==> src/rtl/mipi_splitter.sv <==
// Splits 16-bit stitched words into lane A (low byte) then lane B (high byte) transfers.
// Optional per-lane parity outputs are enabled by defining MIPI_SPLIT_PARITY_EN.
module mipi_splitter #(
  parameter int DEPTH = 4,
  parameter int LVL_W = $clog2(DEPTH + 1)
) (
  input  logic             clk,
  input  logic             rst,
  input  logic [15:0]      mipi_in,
  input  logic             mipi_in_valid,
  output logic             mipi_in_ready,
  output logic [7:0]       mipi_a,
  output logic             mipi_a_valid,
  input  logic             mipi_a_ready,
  output logic [7:0]       mipi_b,
  output logic             mipi_b_valid,
  input  logic             mipi_b_ready,
  output logic [LVL_W-1:0] fifo_level
`ifdef MIPI_SPLIT_PARITY_EN
  ,
  output logic             mipi_a_par,
  output logic             mipi_b_par
`endif
);

  localparam int PTR_W = $clog2(DEPTH);

  typedef enum logic [1:0] {
    IDLE,
    SEND_A,
    SEND_B
  } state_t;

  logic [15:0]      mem [DEPTH];
  logic [PTR_W-1:0] wr_ptr_reg;
  logic [PTR_W-1:0] rd_ptr_reg;
  logic [LVL_W-1:0] count_reg;
  logic [15:0]      head;
  logic             full;
  logic             empty;
  logic             push;
  logic             pop;

  assign full          = (count_reg == LVL_W'(DEPTH));
  assign empty         = (count_reg == '0);
  assign mipi_in_ready = !rst && !full;
  assign push          = mipi_in_valid && mipi_in_ready;
  assign head          = mem[rd_ptr_reg];
  assign fifo_level    = count_reg;

  always_ff @(posedge clk) begin
    if (push) begin
      mem[wr_ptr_reg] <= mipi_in;
    end
  end

  // Pointers wrap naturally because DEPTH is a power of two.
  always_ff @(posedge clk or posedge rst) begin
    if (rst) begin
      wr_ptr_reg <= '0;
      rd_ptr_reg <= '0;
      count_reg  <= '0;
    end else begin
      if (push) begin
        wr_ptr_reg <= wr_ptr_reg + PTR_W'(1);
      end
      if (pop) begin
        rd_ptr_reg <= rd_ptr_reg + PTR_W'(1);
      end
      case ({push, pop})
        2'b10:   count_reg <= count_reg + LVL_W'(1);
        2'b01:   count_reg <= count_reg - LVL_W'(1);
        default: count_reg <= count_reg;
      endcase
    end
  end

  state_t     state_reg, state_next;
  logic [7:0] hold_reg, hold_next;
  logic [7:0] a_reg, a_next;
  logic [7:0] b_reg, b_next;
  logic       a_valid_reg, a_valid_next;
  logic       b_valid_reg, b_valid_next;

  // Only the high byte must outlive the pop; the low byte goes straight to lane A.
  always_comb begin
    state_next   = state_reg;
    hold_next    = hold_reg;
    a_next       = a_reg;
    b_next       = b_reg;
    a_valid_next = a_valid_reg;
    b_valid_next = b_valid_reg;
    pop          = 1'b0;
    case (state_reg)
      IDLE: begin
        if (!empty) begin
          pop          = 1'b1;
          hold_next    = head[15:8];
          a_next       = head[7:0];
          a_valid_next = 1'b1;
          state_next   = SEND_A;
        end
      end
      SEND_A: begin
        if (mipi_a_ready) begin
          a_valid_next = 1'b0;
          b_next       = hold_reg;
          b_valid_next = 1'b1;
          state_next   = SEND_B;
        end
      end
      SEND_B: begin
        if (mipi_b_ready) begin
          b_valid_next = 1'b0;
          if (!empty) begin
            pop          = 1'b1;
            hold_next    = head[15:8];
            a_next       = head[7:0];
            a_valid_next = 1'b1;
            state_next   = SEND_A;
          end else begin
            state_next = IDLE;
          end
        end
      end
      default: begin
        state_next = IDLE;
      end
    endcase
  end

  always_ff @(posedge clk or posedge rst) begin
    if (rst) begin
      state_reg   <= IDLE;
      hold_reg    <= '0;
      a_reg       <= '0;
      b_reg       <= '0;
      a_valid_reg <= 1'b0;
      b_valid_reg <= 1'b0;
    end else begin
      state_reg   <= state_next;
      hold_reg    <= hold_next;
      a_reg       <= a_next;
      b_reg       <= b_next;
      a_valid_reg <= a_valid_next;
      b_valid_reg <= b_valid_next;
    end
  end

  assign mipi_a       = a_reg;
  assign mipi_b       = b_reg;
  assign mipi_a_valid = a_valid_reg;
  assign mipi_b_valid = b_valid_reg;

`ifdef MIPI_SPLIT_PARITY_EN
  logic a_par_reg;
  logic b_par_reg;

  always_ff @(posedge clk or posedge rst) begin
    if (rst) begin
      a_par_reg <= 1'b0;
      b_par_reg <= 1'b0;
    end else begin
      a_par_reg <= ^a_next;
      b_par_reg <= ^b_next;
    end
  end

  assign mipi_a_par = a_par_reg;
  assign mipi_b_par = b_par_reg;
`endif

endmodule
==> config.mk <==
export PLATFORM = sky130hd
export DESIGN_NAME = mipi_splitter
export DESIGN_NICKNAME = d
export VERILOG_FILES = /design/src/rtl/mipi_splitter.sv
export SDC_FILE = /design/constraint.sdc
export NUM_CORES = 1
export LEC_CHECK = 0
export CAP_MARGIN = 10
export CORE_ASPECT_RATIO = 1.5
export CORE_MARGIN = 2
export CORE_UTILIZATION = 40
export DETAILED_ROUTE_END_ITERATION = 16
export HOLD_SLACK_MARGIN = 0.05
export PLACE_DENSITY = 0.63
export SYNTH_ARGS = -nofsm -noshare
export SYNTH_HDL_FRONTEND = slang
export SYNTH_SLANG_ARGS = --single-unit
export TNS_END_PERCENT = 100
==> constraint.sdc <==
create_clock -name clk -period 2.2 [get_ports clk]
set_input_delay 0.44 -clock clk [delete_from_list [all_inputs] [get_ports clk]]
set_output_delay 0.44 -clock clk [all_outputs]
set_load 0.1 [all_outputs]
==> results.md <==
Worst setup path:
- The largest stage delay on the critical path is 0.51 ns.
- The critical-path cell with the highest stage delay is clkdlybuf4s50_1.
- The kind of cell adding the most delay to the critical path is buffers and inverters.
- The most numerous cell type found on the critical path is xor2_1.
- Walking the worst path, the cells encountered are clkdlybuf4s50_1 > nor2b_1 > nor3_2 > ha_1 > inv_1 > fa_1 > xor2_1 > nor2_1 > xor2_1.
- The type of the worst setup path is primary input to flip-flop.
- Counting both buffers and inverters, the worst setup path holds a total of 2.
- The maximum fanout along the worst path is 3.
- The kind of end point of the critical path is a flip-flop.
- Data on the critical path arrives at its endpoint at 2.26 ns.
- The data required time of the critical path is 2.45 ns.
- The critical path startpoint category is a primary input.

Timing:
- Setup violations remaining at the end of the flow were counted as 0.
- Adding up every negative setup slack in the final design gives 0 ns.
- The final critical delay including setup and external delays is 2.00 ns.
- The max-slew violation total from the final report is 0.
- Headroom to the max-slew limit came out at 0.760.
- Across all hold checks on the routed design, the worst slack comes to 0.495 ns.
- For the final database, setup skew stands at 0.00614 ns.
- Based on the critical path, the design can be clocked at up to 499 MHz.
- Dividing the final minimum period by the clock period gives 0.911.
- Setup repair after global routing left no endpoint under its margin.
- The number of hold violations in the final report is 0.
- For the pin with the worst max-slew slack, the measured transition is 0.355 ns.

Floorplan:
- The die is 84.2 um wide.
- The total number of placement rows is 43.
- The area of the placeable core is 9310 um^2.
- For this design the top-level I/O count stands at 43.
- For this configuration, the core starts out at a cell density of 0.415.
- From bottom edge to top edge, the die measures 124 um.
- The floorplan step defined a die boundary enclosing 10500 um^2.

Synthesis:
- The count of flip-flops with a built-in enable after synthesis is 64.
- The simple-gate portion of the synthesized area is 0.0233.
- Yosys printed 0 warnings.
- The multiplexer share of the synthesized area is 0.184.
- The proportion of netlist area held by the largest area contributor is 0.497.
- Synthesis instantiated 29 different standard cells from the library.
- The cell area after synthesis is 3860 um^2.
- The post-synthesis area per instance is 20.2 um^2.
- By area the synthesized netlist is led by edfxtp_1, dfrtp_1, mux4_1.
- Of all cell types, the one taking the most synthesized area is edfxtp_1.
- Among all flip-flop cells after synthesis, the most frequent one is edfxtp_1.
- The synthesized instance count is 191.
- Of the total synthesized cell area, the portion taken by full adders, half adders and majority gates is 0.0214.
- The xor/xnor cell area share of the yosys netlist is 0.0136.
- The synthesized design contains 99 register bits.
- The synthesized net count is 218.
- For this run, the register share of the synthesized area comes to 0.724.
- The dominant combinational cell family by area after synthesis is multiplexers.
- The commonest cells after synthesis are edfxtp_1, dfrtp_1, mux2_2.
- The async set-reset flop share out of synthesis is 0.354.
- The share of the synthesized area in compound gates (AO/OA/AOI/OAI) came to 0.0104.
- The most common cell in the synthesized netlist is edfxtp_1.

Routing:
- The first routing iteration left 91 violations.
- Using the TritonRoute via totals, the vias-per-cell ratio works out to 5.00.
- After detailed routing, the total wire length is 6370 um.
- The detail route stage leaves a number of antenna-violating nets equal to 0.
- The routed layout has 1866 vias.
- The count of TritonRoute iterations in the first routing pass is 4.
- For this run, design rule violations remaining after detail routing come to 0.
- Dividing the detail-routed wire length by the instance count gives 17.1 um.

Global routing:
- Entering global routing, the biggest net connects 31 pins.
- The initial antenna violation count is 0.
- The first global-routing pass estimated 10500 um of wire.
- The total overflow left after global routing is 0.
- In the global route stage, overall resource usage came out at 0.135.
- The number of global-route vias before repair is 1975.

Clock network:
- The tree is rooted in a clkbuf_16.
- The H-tree depth is 3.
- The clock latency on the worst-skew pair is 0.34 ns.
- The number of hold-repair buffers added at the cts stage is 0.
- Clock-pin slew was measured on the worst setup and hold paths at 0.06 ns.
- The number of buffers inserted during clock tree synthesis is 9.
- Once the clock tree was built, the setup fixing pass inserted 0 buffers.
- The CTS tree is done.
- In this run, post-CTS repair resized a total of 0 instances.
- The clock tree buffer depth is 2.
- Counting every sink on the clock net gives 99.

Cells and area:
- The top register by number of flip-flops is mem.
- Relative to the synthesized area, the layout overhead comes to 24.0%.
- The repair_antennas step left the layout with diodes totalling 0.
- In the final design database the tool counted 283 nets.
- The share of cells above drive strength 1 is 0.364.
- The flip-flop count of the largest register, all copies and words added is 64.
- The total of fill cells in the finished design is 773.
- The final design utilization is 0.515.
- For this run, the number of standard cells in the final layout without fillers is 373.

Place:
- After legalization and detailed placement, the total HPWL measured 4260 um.
- Routability-driven placement finished with a final weighted congestion of 0.688.
- Counting tap cells, the placed design contains a total of 357 instances.
- The number of buffers added on ports is 42.

Flow run:
- The tool flagged a number of max-cap violations equal to 0.

Min path:
- The min-delay analysis places its worst path in the category flip-flop to flip-flop.

Run status:
- The flow ran to the end, and the final reports show no timing, DRC or antenna violations.
worst register-to-register path: stages (launching register included):
cell,delay [ns]
dfrtp_4,0.50
nor2_1,0.21
a211oi_2,0.13
inv_1,0.07
ha_1,0.16
inv_1,0.05
fa_1,0.37
xor2_1,0.15
nor2_1,0.11
xor2_1,0.16
metal layers:
layer	GRT usage	vias up	part of all wire
met5	0	-	0
met4	0.0769	0	0.027
met3	0.0285	11	0.027
met2	0.227	34	0.55
met1	0.158	956	0.40
li1	-	865	-
final timing paths:
kind / from / endpoint / slack, ns / depth (start not counted)
worst max-delay path: mipi_b_ready / fifo_level[2] / 0.20 / 9
worst min-delay path: mipi_a_valid / mipi_a_valid / 0.49 / 1
worst max register to register: fifo_level[0] / fifo_level[2] / 0.20 / 9
worst min register to register: mipi_a_valid / mipi_a_valid / 0.49 / 1
max in group asynchronous: rst / fifo_level[1] / 1.20 / 4
min in group asynchronous: rst / mipi_a[5] / 0.53 / 3
through the flow:
step                      area, um^2  setup slack (ns)
final                           4790             0.195
after global routing            4790            0.0822
after CTS                       4790             0.176
after detailed placement        4500            -0.162
after global placement          4500            -0.101
after floorplan                 3880           0.00160
layout by cell type, fill, tap and decap left out, types with 2 or more instances in the layout:
| cell | synthesis | layout |
|---|---|---|
| and2_1 | 4 | 4 |
| buf_12 | 1 | 2 |
| buf_4 | 0 | 39 |
| clkbuf_16 | 0 | 9 |
| clkbuf_8 | 0 | 3 |
| clkdlybuf4s50_1 | 0 | 20 |
| dfrtp_1 | 35 | 32 |
| dfrtp_4 | 0 | 3 |
| edfxtp_1 | 64 | 64 |
| ha_1 | 5 | 5 |
| inv_1 | 9 | 9 |
| mux2_2 | 17 | 17 |
| mux2_4 | 8 | 8 |
| mux4_1 | 8 | 8 |
| mux4_2 | 8 | 8 |
| nand2_1 | 2 | 2 |
| nor2_1 | 3 | 3 |
| o21ai_0 | 2 | 2 |
| xnor2_1 | 2 | 2 |
| xor2_1 | 4 | 4 |
layout make-up:
class                           instances  area, um^2  share of cell area
Timing Repair Buffer                   61         533               0.111
Sequential cell                        99        2810               0.586
Clock buffer                           13         270              0.0564
Multi-Input combinational cell         76         986               0.206
Inverter                                9        33.8             0.00705
Tap cell                              112         140              0.0292
Clock inverter                          3        20.0             0.00418
kinds of logic after synthesis:
family          after synthesis
simple gates                 16
flops                        99
compound gates                6
fa+ha+maj                     6
xor+xnor                      6
mux                          42
buf+inv                      16
Power is left out: the tool's default activity adds up to more than one toggle a clock period on the data nets, which glitch-free logic cannot reach.
==> RTL edit 1: new RTL, config.mk and constraints unchanged <==
`hold_reg`, `a_reg` and `b_reg` no longer have a reset.
--- a/src/rtl/mipi_splitter.sv
+++ b/src/rtl/mipi_splitter.sv
@@ -132,19 +132,19 @@
   always_ff @(posedge clk or posedge rst) begin
     if (rst) begin
       state_reg   <= IDLE;
-      hold_reg    <= '0;
-      a_reg       <= '0;
-      b_reg       <= '0;
       a_valid_reg <= 1'b0;
       b_valid_reg <= 1'b0;
     end else begin
       state_reg   <= state_next;
-      hold_reg    <= hold_next;
-      a_reg       <= a_next;
-      b_reg       <= b_next;
       a_valid_reg <= a_valid_next;
       b_valid_reg <= b_valid_next;
     end
+  end
+
+  always_ff @(posedge clk) begin
+    hold_reg <= hold_next;
+    a_reg    <= a_next;
+    b_reg    <= b_next;
   end
 
   assign mipi_a       = a_reg;
Formal check against the unedited RTL: differs if rst is asserted again (counterexample within 4 cycles, from zero or initial values and one cycle with rst high); with rst held inactive, the same outputs for 10 cycles.
==> RTL edit 1 against the original RTL <==
Core utilization about the same. Sequential cell count unchanged. Wire length decreased by 10%. Final cell count decreased by 6.4%. Maximum frequency increased by 0.43%. First-iteration DRC count increased by 59%. Worst setup slack improved by 8.6 ps. Synthesized area decreased by 4.4%. Design area decreased by 2.4%. Largest cell class unchanged.
Power is not shown: default switching activity piles up to over one toggle a cycle in this logic, so the estimate is an artifact.
==> RTL edit 1: results <==
[route]
routed_wl_um = 5732
drt-vias-per-instance = 4.860

[synthesis]
synthMuxAreaShare_pct = 11.14
synth_commonest_cells = "88 x edfxtp_1, 11 x dfrtp_1, 10 x inv_1"
synth_edf_count = 88
syn-num-nets = 192
synth.top_cells.by_area = "edfxtp_1 72%, dfrtp_1 7.5%, mux4_1 5.7%"
synth_xor_area_share_pct = 1.422
synthArstFlopShare_pct = 11.11
ys_seq_area_share_pct = 78.97
synth_fa_ha_area_share_pct = 2.235

[outcome]
status = "finished, final reports clean"

[floorplanning]
core_area_mm2 = 0.009092

[critical_path]
cp_slowest_cell = "dfrtp_2"
start_kind = "flop"
arrival_ps = 2240
crit_fanout = 5

[clock_tree]
cts_buffer_depth = 2

[final_layout]
nets = 259
regMostFlops = "mem"
multi_input_area_um2 = 714.4
n_fill_cell = 725
clkCellAreaFrac_pct = 6.635
clockBufferCount = 11
buffers = 60
multi_input_comb_cells = 52
area_share_nonclk_buffers_pct = 11.77

[sta]
slew_headroom_pct = 72.67

[global_routing]
track_usage_pct = 13.19
grt_max_degree = 17
first_global_vias = 1783

[placement]
port_buffers = 42
place_congestion = 0.6879
==> RTL edit 1: changes by cell type after synthesis, sizes merged, moves of 2 or more <==
cell    delta
buf        -2
dfrtp     -24
a21oi      +2
mux2      -24
edfxtp    +24
o21ai      -2
==> RTL edit 1: stage by stage <==
stage / setup slack (ps) / instances / hold slack [ps] / util, % / cell area, µm²
2_1_floorplan: 11.16 / 165 / 292.3 / - / 3717
3_5_place_dp: -81.35 / 333 / 405.2 / 48.03 / 4367
6_report: 204.1 / 349 / 418.7 / 51.44 / 4677
4_1_cts: 186.0 / 349 / 420.3 / 51.44 / 4677
3_3_place_gp: -2.065 / 333 / 401.5 / 48.03 / 4367
5_1_grt: 56.56 / 349 / 420.3 / 51.44 / 4677
==> RTL edit 1: critical path, delay by kind of cell (launching register included) <==
kind | cells | cell delay (ps)
adders and majority gates | 2 | 520
DFF | 1 | 450
and+or+nand+nor | 2 | 390
xor gates and xnor gates | 2 | 320
AOI/OAI and AO/OA | 1 | 110
buffers and inverters | 2 | 110
==> RTL edit 1: worst min path at each step <==
stage | from | end | slack (ps) | cells after the start
finish | hold_reg[0] | mipi_b[0] | 420 | 0
global placement | hold_reg[7] | mipi_b[7] | 400 | 0
global route | hold_reg[0] | mipi_b[0] | 420 | 0
floorplan | rst | mipi_a_valid | 290 | 1
detailed placement | hold_reg[0] | mipi_b[0] | 410 | 0
CTS | hold_reg[0] | mipi_b[0] | 420 | 0
==> RTL edit 1: routing by layer <==
metal | vias to the layer above | part of all wire, % | global-route usage (%)
li1 | 791 | - | -
met1 | 863 | 35 | 13.75
met2 | 34 | 59 | 23.39
met3 | 8 | 4.3 | 4.074
met4 | 0 | 2.0 | 6.250
met5 | - | 0 | 0
==> RTL edit 2: new RTL, same flow settings <==
Made on the original files. Build with the macro `MIPI_SPLIT_PARITY_EN` defined.
--- a/src/rtl/mipi_splitter.sv
+++ b/src/rtl/mipi_splitter.sv
@@ -1,5 +1,7 @@
 // Splits 16-bit stitched words into lane A (low byte) then lane B (high byte) transfers.
 // Optional per-lane parity outputs are enabled by defining MIPI_SPLIT_PARITY_EN.
+`define MIPI_SPLIT_PARITY_EN
+
 module mipi_splitter #(
   parameter int DEPTH = 4,
   parameter int LVL_W = $clog2(DEPTH + 1)
Function (old outputs only; new: mipi_a_par and mipi_b_par): kept (equiv_simple and equiv_induct, registers matched by name and starting in step).
==> RTL edit 2 against the original RTL <==
Synthesized area rose by 4.6%. Worst setup slack worse by 89 ps. Final cell count increased by 7.5%. Wire length increased by 14%. Core utilization up 1.6 points. Design area grew 8.0%. Sequential cell count increased by 2. Synthesized cell count grew 10%. Highest routed layer unchanged.
Power is not shown: default switching activity piles up to over one toggle a cycle in this logic, so the estimate is an artifact.
==> RTL edit 2: results <==
[synthesis]
ys_seq_area_share_pct = 70.46
synthArstFlopShare_pct = 36.63
ys_types = 31
synth_commonest_cells = "64 x edfxtp_1, 37 x dfrtp_1, 24 x mux2_2"
avgSynthCellArea_um2 = 19.15
syn-num-nets = 238
synth.top_cells.by_area = "edfxtp_1 48%, dfrtp_1 23%, mux4_2 7.8%"

[critical_path]
worstRegToRegCells = 5
endpoint = "mipi_a_par"
reg2reg_setup_slack_ps = 110
crit_start = "rd_ptr_reg[0]"

[final_layout]
final_cells = 401
post_route_cells_drive_above_1_share_pct = 41.96

[route]
num_vias = 2050
drt_iter0_drc = 117
routed_wl_um = 7291

[placement]
post-dp-hpwl_um = 4933
port_buffers = 44
dp.cells = 385
place_congestion = 0.6844

[global_routing]
grt_pass1_wl_um = 11950
grt_max_degree = 38

[sta]
clock_skew_ps = 6.443
holdWs_ps = 477.4

[outcome]
status = "finished, final reports clean"

[worst_hold_path]
holdPathEnd = "mipi_a_valid"
RTL edit 2: cells by family (layout without fill, tap and decap cells):
group	after synthesis	in the layout	share of synthesized area, %
adders and majority gates	6	6	2.043
xor gates and xnor gates	23	23	5.882
AOI/OAI and AO/OA	7	7	1.115
muxes	44	44	16.78
buffers and inverters	16	91	1.826
DFF	101	101	70.46
and+or+nand+nor	14	14	1.888
RTL edit 2: cell type report:
cell class                      count  area, µm²
Timing Repair Buffer               66      624.3
Clock inverter                      7      121.4
Tap cell                          115      143.9
Clock buffer                        9      225.2
Fill cell                         797       4571
Inverter                            9      38.79
Sequential cell                   101       2860
Multi-Input combinational cell     94       1160
RTL edit 2: metal layers:
metal,global-route usage (%),part of all wire [%],up-vias
met4,8.123,2.5,0
met5,0,0,-
met2,26.54,56,34
met3,3.230,3.0,12
li1,-,-,929
met1,16.44,39,1075
RTL edit 2: critical path, stage by stage, from the launching register on:
cell and delay (ps):
dfrtp_1 410, buf_4 180, mux4_2 520, mux2_2 300
xnor2_1 160, xnor3_1 410
